--- src/rtl/coherence_bus_ctrl.sv ---
// Snooping bus controller: arbitrates CACHE_W dcache/icache pairs onto one RAM port.
// Optional COHERENCE_STATS_EN adds c2c_count / ram_rd_count transfer counters.
module coherence_bus_ctrl #(
  parameter int unsigned CACHE_W = 2
) (
  input  logic                  CLK,
  input  logic                  nRST,
  input  logic [CACHE_W-1:0]    dREN,
  input  logic [CACHE_W-1:0]    dWEN,
  input  logic [CACHE_W-1:0]    ccwrite,
  input  logic [CACHE_W-1:0]    cctrans,
  input  logic [CACHE_W-1:0]    iREN,
  input  logic [32*CACHE_W-1:0] daddr,
  input  logic [32*CACHE_W-1:0] iaddr,
  input  logic [32*CACHE_W-1:0] dstore,
  output logic [CACHE_W-1:0]    dwait,
  output logic [CACHE_W-1:0]    iwait,
  output logic [32*CACHE_W-1:0] dload,
  output logic [32*CACHE_W-1:0] iload,
  output logic [CACHE_W-1:0]    ccwait,
  output logic [CACHE_W-1:0]    ccinv,
  output logic [32*CACHE_W-1:0] ccsnoopaddr,
  input  logic [1:0]            ramstate,
  input  logic [31:0]           ramload,
  output logic                  ramREN,
  output logic                  ramWEN,
  output logic [31:0]           ramaddr,
  output logic [31:0]           ramstore
`ifdef COHERENCE_STATS_EN
  ,
  output logic [31:0]           c2c_count,
  output logic [31:0]           ram_rd_count
`endif
);

  localparam int unsigned AW = (CACHE_W > 2) ? 2 : 1;
  localparam logic [1:0] RamAccess = 2'd2;

  typedef enum logic [3:0] {
    StIdle, StCacWb, StPrRd, StPrWr, StBusRd1, StBusRd2, StBusRdX1, StBusRdX2,
    StBusWb1, StBusWb2, StBusWbX1, StBusWbX2, StImem
  } state_e;

  state_e             state_q, state_d;
  logic [AW-1:0]      arb_q, arb_d, grant_q, grant_d, supplier_q, supplier_d;
  logic [CACHE_W-1:0] snoop_dest_q, snoop_dest_d;

  logic [31:0] daddr_w [CACHE_W];
  logic [31:0] iaddr_w [CACHE_W];
  logic [31:0] dstore_w [CACHE_W];
  logic [31:0] dload_w [CACHE_W];
  logic [31:0] iload_w [CACHE_W];

  logic [CACHE_W-1:0] dreq;
  logic               d_found, i_found, sup_hit, ram_access, snoop_active, word_done;
  logic [AW-1:0]      d_pick, i_pick, sup_pick, rr_idx, arb_next;
  logic [31:0]        req_addr, sup_store;

  always_comb begin
    for (int c = 0; c < CACHE_W; c++) begin
      daddr_w[c]  = daddr[c*32 +: 32];
      iaddr_w[c]  = iaddr[c*32 +: 32];
      dstore_w[c] = dstore[c*32 +: 32];
    end
  end

  // Round-robin search from the arb pointer; data requests are searched before instruction.
  always_comb begin
    dreq    = dREN | dWEN;
    d_found = 1'b0;
    i_found = 1'b0;
    d_pick  = '0;
    i_pick  = '0;
    rr_idx  = '0;
    for (int i = 0; i < CACHE_W; i++) begin
      rr_idx = AW'((int'(arb_q) + i) % CACHE_W);
      if (!d_found && dreq[rr_idx]) begin
        d_found = 1'b1;
        d_pick  = rr_idx;
      end
      if (!i_found && iREN[rr_idx]) begin
        i_found = 1'b1;
        i_pick  = rr_idx;
      end
    end
    sup_hit  = |(cctrans & snoop_dest_q);
    sup_pick = '0;
    for (int c = CACHE_W - 1; c >= 0; c--) begin
      if (cctrans[c] && snoop_dest_q[c]) sup_pick = AW'(c);
    end
  end

  assign ram_access   = (ramstate == RamAccess);
  assign req_addr     = daddr_w[grant_q];
  assign sup_store    = dstore_w[supplier_q];
  assign arb_next     = AW'((int'(grant_q) + 1) % CACHE_W);
  assign snoop_active = !(state_q inside {StIdle, StCacWb, StImem});
  assign word_done    = (state_q inside {StBusWbX1, StBusWbX2}) ? 1'b1 : ram_access;

  always_comb begin
    state_d      = state_q;
    arb_d        = arb_q;
    grant_d      = grant_q;
    supplier_d   = supplier_q;
    snoop_dest_d = snoop_dest_q;
    case (state_q)
      StIdle: begin
        if (d_found) begin
          grant_d      = d_pick;
          snoop_dest_d = ~(CACHE_W'(1) << d_pick);
          if (dWEN[d_pick] && !dREN[d_pick]) state_d = StCacWb;
          else if (ccwrite[d_pick])          state_d = StPrWr;
          else                               state_d = StPrRd;
        end else if (i_found) begin
          grant_d      = i_pick;
          snoop_dest_d = ~(CACHE_W'(1) << i_pick);
          state_d      = StImem;
        end
      end
      StPrRd, StPrWr: begin
        supplier_d = sup_pick;
        if (state_q == StPrRd) state_d = sup_hit ? StBusWb1 : StBusRd1;
        else                   state_d = sup_hit ? StBusWbX1 : StBusRdX1;
      end
      StBusRd1:  if (word_done) state_d = StBusRd2;
      StBusRdX1: if (word_done) state_d = StBusRdX2;
      StBusWb1:  if (word_done) state_d = StBusWb2;
      StBusWbX1: if (word_done) state_d = StBusWbX2;
      StCacWb, StImem, StBusRd2, StBusRdX2, StBusWb2, StBusWbX2: begin
        if (word_done) begin
          state_d = StIdle;
          arb_d   = arb_next;
        end
      end
      default: state_d = StIdle;
    endcase
  end

  always_ff @(posedge CLK or negedge nRST) begin
    if (!nRST) begin
      state_q      <= StIdle;
      arb_q        <= '0;
      grant_q      <= '0;
      supplier_q   <= '0;
      snoop_dest_q <= '0;
    end else begin
      state_q      <= state_d;
      arb_q        <= arb_d;
      grant_q      <= grant_d;
      supplier_q   <= supplier_d;
      snoop_dest_q <= snoop_dest_d;
    end
  end

  always_comb begin
    dwait    = '1;
    iwait    = '1;
    ccwait   = '0;
    ccinv    = '0;
    ramREN   = 1'b0;
    ramWEN   = 1'b0;
    ramaddr  = '0;
    ramstore = '0;
    for (int c = 0; c < CACHE_W; c++) begin
      dload_w[c] = '0;
      iload_w[c] = '0;
    end
    if (snoop_active) ccwait = snoop_dest_q;
    if (state_q inside {StPrWr, StBusRdX1, StBusRdX2, StBusWbX1, StBusWbX2}) ccinv = snoop_dest_q;
    case (state_q)
      StCacWb: begin
        ramWEN   = 1'b1;
        ramaddr  = req_addr;
        ramstore = dstore_w[grant_q];
        if (ram_access) dwait[grant_q] = 1'b0;
      end
      StBusRd1, StBusRd2, StBusRdX1, StBusRdX2: begin
        ramREN  = 1'b1;
        ramaddr = req_addr;
        if (ram_access) begin
          dwait[grant_q]   = 1'b0;
          dload_w[grant_q] = ramload;
        end
      end
      // Supplied data also goes to RAM so the downgraded block is clean in memory.
      StBusWb1, StBusWb2: begin
        ramWEN           = 1'b1;
        ramaddr          = req_addr;
        ramstore         = sup_store;
        dload_w[grant_q] = sup_store;
        if (ram_access) dwait[grant_q] = 1'b0;
      end
      StBusWbX1, StBusWbX2: begin
        dload_w[grant_q] = sup_store;
        dwait[grant_q]   = 1'b0;
      end
      StImem: begin
        ramREN  = 1'b1;
        ramaddr = iaddr_w[grant_q];
        if (ram_access) begin
          iwait[grant_q]   = 1'b0;
          iload_w[grant_q] = ramload;
        end
      end
      default: ;
    endcase
    for (int c = 0; c < CACHE_W; c++) begin
      dload[c*32 +: 32]       = dload_w[c];
      iload[c*32 +: 32]       = iload_w[c];
      ccsnoopaddr[c*32 +: 32] = snoop_active ? req_addr : 32'h0;
    end
  end

`ifdef COHERENCE_STATS_EN
  logic [31:0] c2c_q, c2c_d, rd_q, rd_d;

  always_comb begin
    c2c_d = c2c_q;
    rd_d  = rd_q;
    if (word_done && (state_q inside {StBusWb2, StBusWbX2}) && (c2c_q != 32'hFFFF_FFFF)) begin
      c2c_d = c2c_q + 32'd1;
    end
    if (word_done && (state_q inside {StBusRd2, StBusRdX2, StImem}) && (rd_q != 32'hFFFF_FFFF)) begin
      rd_d = rd_q + 32'd1;
    end
  end

  always_ff @(posedge CLK or negedge nRST) begin
    if (!nRST) begin
      c2c_q <= '0;
      rd_q  <= '0;
    end else begin
      c2c_q <= c2c_d;
      rd_q  <= rd_d;
    end
  end

  assign c2c_count    = c2c_q;
  assign ram_rd_count = rd_q;
`else
  // Stats disabled: no counter state.
`endif

endmodule

--- config.mk ---
export PLATFORM = sky130hd
export DESIGN_NAME = coherence_bus_ctrl
export DESIGN_NICKNAME = d
export VERILOG_FILES = /design/src/rtl/coherence_bus_ctrl.sv
export SDC_FILE = /design/constraint.sdc
export NUM_CORES = 1
export LEC_CHECK = 0
export CORE_AREA = 2 2 196 198
export CTS_CLUSTER_SIZE = 10
export DETAILED_ROUTE_END_ITERATION = 8
export DIE_AREA = 0 0 198 200
export GPL_TIMING_DRIVEN = 0
export PLACE_DENSITY = 0.37
export RECOVER_POWER = 25
export SLEW_MARGIN = 20
export SYNTH_ARGS = -nofsm -noshare
export SYNTH_HDL_FRONTEND = slang
export SYNTH_SLANG_ARGS = --single-unit
--- constraint.sdc ---
create_clock -name CLK -period 1.7 [get_ports CLK]
set_input_delay 0.34 -clock CLK [delete_from_list [all_inputs] [get_ports CLK]]
set_output_delay 0.34 -clock CLK [all_outputs]
set_load 0.05 [all_outputs]
==> impl_metrics.yaml, run 1 <==
die:
  core.rowCount: 71
  fp.dieArea_um2: 39600
  floorplan.initialDensity_pct: 10.4
  boundaryPins: 504
  die_w_um: 198
  core_area_um2: 37400
  dieHeight_um: 200
route:
  drt-total-wl_um: 38500
  drt_drc_violations_left: 0
  routed_wire_length_per_instance_um: 22.8
  drt_iter0_drc: 114
  first_pass_iters: 4
  detail_route_antenna_nets: 0
  drt-vias-per-instance: 4.07
  via_total_after_detailed_routing: 6855
synth:
  yosysTopAreaCell: "sky130_fd_sc_hd__mux2i_1"
  synth_async_sr_flop_share_pct: 100
  yosys_register_bits: 8
  synth_enable_flop_cells: 0
  avgSynthCellArea_um2: 6.99
  synthDominantCellAreaShare_pct: 24.8
  postSynthNetCount: 792
  ys_warn_count: 0
  dominantRegCellSynth: "sky130_fd_sc_hd__dfrtp_1"
  mappedNetlistArea_um2: 3870
  post_synth_num_cell_types: 51
  synth.yosys.seq_area_share_pct: 5.17
  netlist_top_cells_area: "sky130_fd_sc_hd__mux2i_1 25%, sky130_fd_sc_hd__and2_1 11%, sky130_fd_sc_hd__o2bb2ai_1 7.5%, sky130_fd_sc_hd__a22o_1 7.2%, sky130_fd_sc_hd__buf_4 6.4%"
  postSynthCellCount: 554
status:
  outcome: "complete, but fails checks"
  failed_checks: "setup timing"
power_and_ir_drop:
  ir_drop_mv: 1.49
  power.static_leakage_nw: 6.13
  pwr_density_cell_nw_per_um2: 2030
sta:
  clock_skew_ns: 0.000619
  report.final.slew_viol_count: 0
  setup_viol: 271
  timing.final.hold_violations: 0
  slew_headroom_pct: 56.5
  setup_repair_after_global_routing_missed_its_margin: "true"
  whs_ns: 0.484
  timing.fmax_ghz: 0.410
  setup_ws_ns: -0.740
  period_minus_slack_ns: 2.44
  fin_crit_sh_pct: 144
  worstMarginPinSlew_ns: 0.634
worst_setup_path:
  critPathLaunchType: "flip-flop"
  critPathArrivalTime_ns: 2.10
  critPathRequiredTime_ns: 1.36
  endpoint_kind_of_the_worst_setup_timing_path: "output pin"
  crit_type: "reg -> out"
  crit_fanout: 6
cells_and_area:
  drive_above_1_share_pct: 67.7
  regArea_um2: 206
  layout.core_utilization_pct: 41.4
  synthToLayoutAreaGrowth_pct: 299
  insertedDiodeCount: 0
  nNetsFinal: 1414
  filler_cell_count: 3660
  layout.cells.non_filler: 1685
  multi_input_area_um2: 5950
  design_area_um2: 15500
global_route:
  grt_first_pass_wirelength_um: 50500
  grtUsageTotal_pct: 17.5
  grt_start_max_net_pins: 11
  grt_antenna_before_repair: 3
  grt_overflow_total: 0
  grt_pass1_vias: 7113
placed_design:
  portBuffers: 503
  detailedPlace.worstSlack_ns: -1.78
  dpl_cell_area_um2: 12200
  dp_hpwl_um: 30300
  place.gp.congestion: 0.782
  post-place-cells: 1568
clock_tree:
  cts-root-buf: "sky130_fd_sc_hd__clkbuf_16"
  numClockSinks: 8
  cts_made_buffers: 3
  htreeDepth: 1
  tritoncts: "yes"
  clkSlewWorstSetupHoldPaths_ns: 0.04
  insertion_delay_ns: 0.23
  max-clock-path-buffers: 2
flow_run:
  drv_cap: 0
hold_path:
  min_path_type: "in -> async"
==> final cells by class <==
type                            instances  share of cell area (%)
Tap cell                              511                    4.13
Buffer                                 82                    8.42
Multi-Input combinational cell        455                    38.5
Inverter                                5                   0.138
Timing Repair Buffer                  621                    47.0
Sequential cell                         8                    1.33
Clock buffer                            3                   0.485
==> kinds of logic after synthesis <==
kind of cell	count (synthesis)	share of synthesized area, %
simple gates	193	26.3
compound gates	166	30.6
mux	96	24.8
buf+inv	91	13.1
flops	8	5.17
==> worst max-delay path, cell delays in order, from the launching register on <==
cell,delay [ns]
sky130_fd_sc_hd__dfrtp_2,0.41
sky130_fd_sc_hd__or2_1,0.26
sky130_fd_sc_hd__or2_1,0.25
sky130_fd_sc_hd__buf_12,0.15
sky130_fd_sc_hd__nor3_4,0.13
sky130_fd_sc_hd__buf_6,0.21
sky130_fd_sc_hd__clkbuf_16,0.17
sky130_fd_sc_hd__and2_4,0.14
sky130_fd_sc_hd__buf_8,0.14
==> through the flow <==
step,TNS (ns),power [W]
floorplan,-47.57,0.0173
global placement,-379.63,0.0244
detailed placement,-379.29,0.0243
CTS,-168.44,0.0273
global route,-168.43,0.0326
finish,-153.72,0.0314
==> layer usage <==
metal	vias up	track usage, %	wire length, um
met3	12	5.85	3510
met2	325	35.1	21400
met1	3248	18.1	13400
met4	2	1.03	178
li1	3268	-	-
met5	-	0	13
==> repair_timing <==
action                                  in CTS  in global routing
resized for setup                         1616                515
buffers inserted                            39                 62
hold buffers                                 0                  0
endpoints found under the setup margin     274                271
pin swaps                                    9                 42
gates cloned                                 7                 16
==> synth_stat cells, types with 3 or more instances <==
library cell and n:
sky130_fd_sc_hd__buf_2 32, sky130_fd_sc_hd__o21ai_0 31, sky130_fd_sc_hd__dfrtp_1 8, sky130_fd_sc_hd__a22o_1 32
sky130_fd_sc_hd__o22ai_1 33, sky130_fd_sc_hd__nor2_1 45, sky130_fd_sc_hd__nor4_1 3, sky130_fd_sc_hd__a21oi_1 10
sky130_fd_sc_hd__nand2b_1 8, sky130_fd_sc_hd__inv_1 5, sky130_fd_sc_hd__nor2b_1 3, sky130_fd_sc_hd__clkbuf_1 16
sky130_fd_sc_hd__o21ai_1 7, sky130_fd_sc_hd__nor3_1 6, sky130_fd_sc_hd__buf_4 33, sky130_fd_sc_hd__mux2i_1 96
sky130_fd_sc_hd__clkbuf_2 3, sky130_fd_sc_hd__nand3b_1 4, sky130_fd_sc_hd__o2bb2ai_1 33, sky130_fd_sc_hd__and2_1 66
sky130_fd_sc_hd__nand2_1 43
==> cells in the final DEF, fill, tap and decap left out, drive strengths merged, types with 24 or more instances in the layout <==
master and instances:
nor2 46, a22o 32, clkdlybuf4s50 234, o2bb2ai 33
clkdlybuf4s15 24, buf 414, and2 66, o21ai 38
clkbuf 30, mux2i 96, nand2 43, o22ai 33
==> flip-flops by register name, indices dropped and copies added (netlist names) <==
register      cells
snoop_dest_q      2
arb_q             1
state_q           4
supplier_q        1
==> worst paths after layout <==
path	from	to	slack [ns]	depth (start not counted)
min in group CLK	snoop_dest_q[1]$_DFFE_PN0P_	supplier_q$_DFFE_PN0P_	0.58	2
max in group asynchronous	nRST	state_q[1]$_DFFE_PN0P_	0.90	1
hold reg to reg	snoop_dest_q[1]$_DFFE_PN0P_	supplier_q$_DFFE_PN0P_	0.58	2
setup / recovery	state_q[1]$_DFFE_PN0P_	iload[20]	-0.74	8
hold / removal	nRST	supplier_q$_DFFE_PN0P_	0.48	1
setup reg to reg	state_q[0]$_DFFE_PN0P_	snoop_dest_q[1]$_DFFE_PN0P_	-0.36	7
==> where the power goes <==
part           internal, W  switching, W  leakage, nW
registers         0.000299      0.000146       0.0903
logic               0.0139        0.0166         6.00
clock network     0.000303     0.0000895       0.0370
Power figures use the tool's default switching activity.
==> inputs of run 2 (changes only) <==
- CORE_AREA: 2 2 196 198 -> 2 2 194 196
- DIE_AREA: 0 0 198 200 -> 0 0 196 198
- GPL_ROUTABILITY_DRIVEN: not set -> 0
- PLACE_DENSITY: 0.37 -> 0.36
- clock period: 1.7 -> 2.4 ns (I/O delays scaled with it)
==> impl_metrics.yaml, run 2 (synthesis gave the netlist of run 1 again) <==
cells_and_area:
  regMostFlops: "state_q"
  nNetsFinal: 1354
  largestRegisters: "state_q: 4 flops, snoop_dest_q: 2 flops"
  final_common_cell: "sky130_fd_sc_hd__clkdlybuf4s50_1"
  largest_register_ff_count: 4
  synthToLayoutAreaGrowth_pct: 224
  drive_above_1_share_pct: 57.4
  final_cell_mix: "233 x sky130_fd_sc_hd__clkdlybuf4s50_1, 142 x sky130_fd_sc_hd__buf_6, 100 x sky130_fd_sc_hd__buf_8"
  insertedDiodeCount: 0
  layout.core_utilization_pct: 34.0
worst_setup_path:
  reg2reg_slack_ns: 0.46
  r2r_cells: 6
  critPathLaunchType: "flip-flop"
  critical_path.reg2reg.endpoint: "snoop_dest_q[0]$_DFFE_PN0P_"
  critPathRequiredTime_ns: 1.92
  endpoint_kind_of_the_worst_setup_timing_path: "output pin"
  critPathMaxStageDelay_ns: 0.43
  crit_fanout: 6
  crit_type: "reg -> out"
  critical-path-slowest-cell: "sky130_fd_sc_hd__dfrtp_2"
  worstReg2RegStart: "state_q[0]$_DFFE_PN0P_"
  timing.critical_path.from: "state_q[1]$_DFFE_PN0P_"
  critPathArrivalTime_ns: 2.06
  worstPathCellList: "or2_1 -> or2_1 -> buf_6 -> nor3_4 -> buf_6 -> clkbuf_8 -> and2_4 -> buf_8"
  critical_path.endpoint: "iload[12]"
die:
  dieHeight_um: 198
  core.rowCount: 71
  boundaryPins: 504
  die_w_um: 196
  floorplan.initialDensity_pct: 10.5
  core_area_um2: 37000
  fp.dieArea_um2: 38800
placed_design:
  portBuffers: 503
  detailedPlace.worstSlack_ns: -1.75
  dp_hpwl_um: 30200
sta:
  timing.fmax_ghz: 0.394
  slew_headroom_pct: 50.7
  clock_skew_ns: 0.00196
  setup_ws_ns: -0.141
  timing.final.hold_violations: 0
  setup_viol: 107
  report.final.slew_viol_count: 0
  setup_tns_ns: -6.25
  setup_repair_after_global_routing_missed_its_margin: "true"
  period_minus_slack_ns: 2.54
  worstMarginPinSlew_ns: 0.733
  fin_crit_sh_pct: 106
hold_path:
  min_path_type: "reg -> reg"
status:
  failed_checks: "setup timing"
  outcome: "complete, but fails checks"
route:
  routed_wire_length_per_instance_um: 24.0
  drt-total-wl_um: 38200
  detail_route_antenna_nets: 0
  drt-vias-per-instance: 4.17
  drt_iter0_drc: 308
  drt_drc_violations_left: 0
  first_pass_iters: 4
  via_total_after_detailed_routing: 6627
clock_tree:
  clkSlewWorstSetupHoldPaths_ns: 0.04
  htreeDepth: 1
  insertion_delay_ns: 0.23
  cts-root-buf: "sky130_fd_sc_hd__clkbuf_16"
  numClockSinks: 8
  tritoncts: "yes"
  cts_made_buffers: 3
  max-clock-path-buffers: 2
global_route:
  grt_overflow_total: 0
  grt_first_pass_wirelength_um: 51000
  grt_pass1_vias: 6638
  grtUsageTotal_pct: 18.0
  grt_antenna_before_repair: 2
  grt_start_max_net_pins: 11
flow_run:
  drv_cap: 0
power_and_ir_drop:
  pwr_density_cell_nw_per_um2: 1440
  ir_drop_mv: 0.719
  power.static_leakage_nw: 5.14
run 2: changes by cell type in the layout (fill, tap and decap cells not counted), sizes merged:
| cell | previous run | this run |
|---|---|---|
| clkdlybuf4s15 | 24 | 0 |
| dlygate4sd3 | 1 | 2 |
| clkdlybuf4s50 | 234 | 233 |
| clkbuf | 30 | 36 |
| buf | 414 | 372 |
run 2: power breakdown:
group          total [W]  leakage, nW  internal (W)  switching [W]
clock network   0.000283       0.0370      0.000215      0.0000678
registers       0.000316       0.0928      0.000208       0.000107
logic             0.0175         5.01       0.00693         0.0106
total             0.0181         5.14       0.00735         0.0107
run 2: timing repair:
item,4_1_cts,5_1_grt
setup endpoints to repair,266,254
cloned,8,6
resized for setup,1986,342
pin swaps,14,18
hold buffers,0,0
buffers inserted,35,13
run 2: area by class of cell:
class,instances,area (um2)
inverter,5,23.8
multi-input combinational,455,4380
tap,474,593
timing repair buffer,564,6250
sequential,8,204
clock buffer,3,75.1
fill,3828,24400
buffer,79,1030
run 2: worst min path at each step:
| stage | startpoint | endpoint | cells after the start |
|---|---|---|---|
| 6_report | snoop_dest_q[1]$_DFFE_PN0P_ | snoop_dest_q[1]$_DFFE_PN0P_ | 2 |
| 5_1_grt | snoop_dest_q[1]$_DFFE_PN0P_ | snoop_dest_q[1]$_DFFE_PN0P_ | 2 |
| 4_1_cts | nRST | snoop_dest_q[0]$_DFFE_PN0P_ | 1 |
| 3_5_place_dp | snoop_dest_q[1]$_DFFE_PN0P_ | snoop_dest_q[1]$_DFFE_PN0P_ | 2 |
| 3_3_place_gp | snoop_dest_q[1]$_DFFE_PN0P_ | snoop_dest_q[1]$_DFFE_PN0P_ | 2 |
| 2_1_floorplan | nRST | arb_q$_DFFE_PN0P_ | 0 |
run 2: per-stage QoR:
step,total power (W),instance area [um2],cells,hold WS [ns]
floorplan,0.00952,4140,554,0.184
global placement,0.0146,9760,1531,0.580
detailed placement,0.0145,9760,1531,0.583
CTS,0.0158,11100,1574,0.576
global route,0.0187,12600,1588,0.633
finish,0.0181,12600,1588,0.585
run 2: worst max-delay path, delay by kind of cell, from the launching register on:
kind / cells / cell delay [ns]
simple gates: 4 / 0.76
flops: 1 / 0.43
buf+inv: 4 / 0.63
run 2: per-layer routing:
metal	share of wire (%)	up-vias	global-route usage [%]
li1	-	3170	-
met1	43	3254	23.1
met2	53	187	33.5
met3	3.8	16	2.11
met4	0.89	0	1.52
met5	0	-	0
